--- config.mk ---
export PLATFORM = sky130hd
export DESIGN_NAME = adder_4bits
export DESIGN_NICKNAME = d
export VERILOG_FILES = /design/src/rtl/adder_pkg.sv /design/src/rtl/adder_4bits_full_adder.sv /design/src/rtl/adder_4bits.sv
export SDC_FILE = /design/constraint.sdc
export NUM_CORES = 1
export LEC_CHECK = 0
export CAP_MARGIN = 20
export CELL_PAD_IN_SITES_DETAIL_PLACEMENT = 1
export CELL_PAD_IN_SITES_GLOBAL_PLACEMENT = 2
export CORE_UTILIZATION = 16
export CTS_BUF_LIST = sky130_fd_sc_hd__clkbuf_4
export DETAILED_ROUTE_END_ITERATION = 6
export PLACE_DENSITY = 0.86
export SLEW_MARGIN = 20
export SYNTH_ARGS = -nofsm -noshare
export SYNTH_HDL_FRONTEND = slang
export SYNTH_HIERARCHICAL = 1
export SYNTH_SLANG_ARGS = --single-unit
--- constraint.sdc ---
create_clock -name clk -period 2.72 [get_ports clk]
set_input_delay 0.272 -clock clk [delete_from_list [all_inputs] [get_ports clk]]
set_output_delay 0.272 -clock clk [all_outputs]
set_load 0.005 [all_outputs]
--- src/rtl/adder_pkg.sv ---
// Shared constants for the 4-bit adder: operand/sum widths and the
// carry-event counter limits used when ADDER_4BITS_CARRY_CNT_EN is defined.
package adder_pkg;

    localparam int unsigned ADD_W = 4;
    localparam int unsigned SUM_W = ADD_W + 1;
    localparam int unsigned CNT_W = 8;

    localparam logic [CNT_W-1:0] CNT_MAX = 8'hFF;

    // Increment that holds at CNT_MAX instead of wrapping.
    function automatic logic [CNT_W-1:0] sat_inc(input logic [CNT_W-1:0] v);
        return (v == CNT_MAX) ? v : v + CNT_W'(1);
    endfunction

endpackage

--- src/rtl/adder_4bits_full_adder.sv ---
// One-bit full adder cell; adder_4bits chains four of these into a ripple-carry adder.
module full_adder (
    input  logic a,
    input  logic b,
    input  logic cin,
    output logic s,
    output logic cout
);

    logic p;

    // Sum and carry from the propagate term.
    always_comb begin
        p    = a ^ b;
        s    = p ^ cin;
        cout = (a & b) | (cin & p);
    end

endmodule

--- src/rtl/adder_4bits.sv ---
// Unsigned 4-bit adder with a combinational 5-bit sum, a registered copy of the sum,
// and a registered carry-out. Defining ADDER_4BITS_CARRY_CNT_EN adds the carry_cnt
// port, an 8-bit saturating count of edges at which the carry-out was set.
module adder_4bits
    import adder_pkg::*;
(
    input  logic             clk,
    input  logic             rst_n,
    input  logic [ADD_W-1:0] a,
    input  logic [ADD_W-1:0] b,
    output logic [SUM_W-1:0] s,
    output logic [SUM_W-1:0] s_q,
    output logic             cout_q
`ifdef ADDER_4BITS_CARRY_CNT_EN
    ,
    output logic [CNT_W-1:0] carry_cnt
`endif
);

    // carry[i] is the carry into bit i; carry[ADD_W] is the carry-out.
    logic [ADD_W:0]   carry;
    logic [ADD_W-1:0] sum_bits;

    assign carry[0] = 1'b0;

    for (genvar i = 0; i < ADD_W; i++) begin : g_ripple
        full_adder u_fa (
            .a    (a[i]),
            .b    (b[i]),
            .cin  (carry[i]),
            .s    (sum_bits[i]),
            .cout (carry[i+1])
        );
    end

    assign s = {carry[ADD_W], sum_bits};

    // Capture the sum every edge; reset wins over capture.
    always_ff @(posedge clk) begin
        if (!rst_n) begin
            s_q <= '0;
        end else begin
            s_q <= s;
        end
    end

    // Carry-out is the top bit of the captured sum, so it cannot drift from s_q.
    assign cout_q = s_q[SUM_W-1];

`ifdef ADDER_4BITS_CARRY_CNT_EN
    logic [CNT_W-1:0] cnt_d;
    logic [CNT_W-1:0] cnt_q;

    // Count edges where the live carry-out is high, holding at the maximum.
    always_comb begin
        cnt_d = cnt_q;
        if (s[SUM_W-1]) begin
            cnt_d = sat_inc(cnt_q);
        end
    end

    // Counter register, cleared with the rest of the state.
    always_ff @(posedge clk) begin
        if (!rst_n) begin
            cnt_q <= '0;
        end else begin
            cnt_q <= cnt_d;
        end
    end

    assign carry_cnt = cnt_q;
`endif

endmodule

### Yosys cells after proc, flatten, opt, wreduce, memory -nomap -nowiden

Index checks and enable logic that the tools add are counted.

* bitwise gates (word level): 17

Operators by type and width (number)
* AND 1 bit: 7
* bitwise XOR 1 bit: 7
* bitwise OR 1 bit: 3

* flip-flop bits (word level): 5
* bits of input ports: 10
* output and inout bits: 11
* logic and storage cells: 18

### Depth between registers and ports, before layout

* depth after elaboration: 7
* mapped depth: 5
* gate-level depth less buffers: 5

### Hierarchy

The synthesis kept the hierarchy.

By module, submodules not included
* adder_4bits: instances 1, cells each 13, area an instance 150.1 µm²
* full_adder: instances 4, cells each 1, area an instance 20.0 µm²

### Worst setup path before layout

Ideal clock, no wire load.

* path type: input port to output port
* start: in a[0]
* end: out s[4]
* arrival: 1.962 ns
* data required time: 2.448 ns
* path slack: 0.486 ns
* stages: 5
* buffers on the path: 1
* cells stage by stage: fa_1 > fa_1 > fa_1 > fa_1 > buf_4

* longest elaborated chain between the ends: 7

Ends and longest elaborated chain
* start, declared: line adder_4bits.sv:9 `input logic [ADD_W-1:0] a,`
* AND 1 bit (2 in a row): line adder_4bits_full_adder.sv:16 `cout = (a & b) | (cin & p);`
* bitwise OR 1 bit: line adder_4bits_full_adder.sv:16
* via carry[2]: line adder_4bits.sv:21 `logic [ADD_W:0] carry;`
* AND 1 bit: line adder_4bits_full_adder.sv:16
* bitwise OR 1 bit: line adder_4bits_full_adder.sv:16
* via carry[3]: line adder_4bits.sv:21
* AND 1 bit: line adder_4bits_full_adder.sv:16
* bitwise OR 1 bit: line adder_4bits_full_adder.sv:16
* end, declared: line adder_4bits.sv:11 `output logic [SUM_W-1:0] s,`

The timed path passes the listed nets, and every way through them passes these cells.

### Worst setup path in the final report

* start: in b[0]
* end: out s[2]

* longest elaborated chain between the ends: 4

Ends and longest elaborated chain
* start, declared: line adder_4bits.sv:10 `input logic [ADD_W-1:0] b,`
* AND 1 bit: line adder_4bits_full_adder.sv:16
* via carry[1]: line adder_4bits.sv:21
* AND 1 bit: line adder_4bits_full_adder.sv:16
* bitwise OR 1 bit: line adder_4bits_full_adder.sv:16
* via carry[2]: line adder_4bits.sv:21
* bitwise XOR 1 bit: line adder_4bits_full_adder.sv:15 `s = p ^ cin;`

The timed path passes the listed nets, and every way through them passes these cells.

==> impl_metrics.yaml <==
sta:
  period_share: 0.958
  rsz0062_at_grt: "false"
  hold_viol_final: 0
  setup_slack_ps: 115
  finalSetupViolations: 0
  finalCriticalPeriod_ps: 2600
  slew_violations: 0
  tns_ps: 0
  timing.hold.ws_ps: 597
  clock.fmax_mhz: 384
setup_path:
  worstPathArrival_ps: 2330
  endpoint_kind: "primary output"
  criticalPathCategory: "input port to primary output"
  critPathMaxFanout: 2
  startpoint_type: "input port"
  crit_required_ps: 2450
grt:
  grt_max_degree: 6
  grt_pass1_vias: 218
  antenna_found_initial: 0
  grt_remaining_overflow: 0
  grt_pass1_wl_um: 855
  gr-usage-all-layers: 0.0987
final_layout:
  drive_gt1_frac: 0.231
  syn_to_final_growth_pct: 102
  n_antenna_cell: 0
  n_fill_cell: 155
  layout.cells.non_filler: 54
  nets: 54
  register_area_sq_um: 100
  finish.utilization: 0.353
  fin_area_sq_um: 465
  top_register: "s_q"
  multiInputGateArea_sq_um: 125
  reg_top3: "s_q x5"
  largest_reg_flops: 5
floorplanning:
  io_pins: 21
  core_sq_um: 1320
  die_h_um: 39.9
  die_area_sq_um: 1590
  initial_core_util: 0.175
  rows: 13
  dieWidth_um: 39.9
synth:
  ys_seq_area_frac: 0.435
  syn_nets: 31
  yosysTopAreaCellShare: 0.435
  ys_ff_latch: 5
  netlist_top_cells_count: "5 x and2_1, 5 x dfxtp_1, 4 x fa_1, 2 x buf_4, 1 x conb_1"
  async_flop_share: 0
  yosysWarningCount: 6
  syn_inst: 17
  syn-cell-area_sq_um: 230
  synth.avg_cell_area_sq_um: 13.5
  synth_area_leader_cell: "dfxtp_1"
  synth_area_leaders: "dfxtp_1 43%, fa_1 35%, and2_1 14%"
  synth_flop_cell: "dfxtp_1"
  synth_cell_types: 5
  synth_edf_count: 0
place:
  placed_area_sq_um: 434
  pre_cts_slack_ps: -522
  gp_congestion: 0.682
  portBuffers: 20
  placedCellCount: 50
drt:
  drcViolationCount: 0
  num_vias: 197
  first_pass_iters: 2
  viasPerCell: 3.65
  ant_nets: 0
  drt_iter0_drc: 1
  postRouteWirelength_um: 523
  wl_per_cell_um: 9.69
cts:
  cts_tree: "yes"
  clock_tree.buffer_depth: 2
  cts_buffers: 3
  root_buffer: "clkbuf_4"
  clk_pin_slew_worst_paths_ps: 40
  h-tree-depth: 1
  clock_sink_count: 5
pwr:
  finalPower_mw: 0.258
  p_leak_nw: 0.183
  cellPowerDensity_nw_per_um2: 555
  peakVddDrop_uv: 126
hold_path:
  hp-class: "input port to flip-flop"
  hp-start: "a[0]"
  hold_path_end: "s_q[0]$_SDFF_PN0_"
  hold_depth: 3
job:
  drv_cap: 0
outcome:
  run_status: "finished clean"
-- layer usage --
metal	GRT usage	up-vias	share of wire
met3	0.0722	2	0.16
li1	-	90	-
met2	0.133	22	0.44
met4	0.129	0	0.040
met1	0.0819	83	0.35
met5	0	-	0
-- logic make-up (layout without fill, tap and decap cells) --
family,Yosys count,after routing,synth area share
fa+ha+maj,4,4,0.348
buf+inv,2,24,0.0652
flops,5,5,0.435
other cells,1,1,0.0163
simple gates,5,5,0.136
-- worst max path at each step --
stage	from	to	slack, ps
3_3_place_gp	a[0]	s[3]	-470
6_report	b[0]	s[2]	120
2_1_floorplan	a[0]	s[4]	490
4_1_cts	b[0]	s[3]	100
3_5_place_dp	a[0]	s[3]	-520
5_1_grt	b[0]	s[2]	70
-- cells in the final DEF (no fill, tap or decap) --
| master | instances |
|---|---|
| dfxtp_1 | 5 |
| clkbuf_4 | 4 |
| conb_1 | 1 |
| clkdlybuf4s50_1 | 16 |
| fa_2 | 4 |
| dlygate4sd2_1 | 3 |
| buf_2 | 1 |
| and2_1 | 5 |
-- cell type report --
type	instances	area share
sequential	5	0.215
clock buffer	4	0.0645
multi-input combinational	10	0.269
timing repair buffer	20	0.411
tap	15	0.0403
-- power breakdown --
part / internal, mW / leakage (nW) / total (mW) / switching (mW)
Clock: 0.0653 / 0.0184 / 0.0950 / 0.0296
Combinational: 0.0547 / 0.123 / 0.0793 / 0.0246
Sequential: 0.0820 / 0.0417 / 0.0842 / 0.00222
-- critical path, cell delays in order --
cell and delay [ps]:
dlygate4sd2_1 250, fa_2 360, fa_2 380, fa_2 580, clkdlybuf4s50_1 490
-- what timing repair did --
item                                   4_1_cts  5_1_grt
setup buffers                                0        0
setup endpoints to repair                    3        0
endpoints found under the hold margin        0        0
hold buffers                                 0        0
gates resized for setup                     11        0
(Power assumes the default switching activity.)
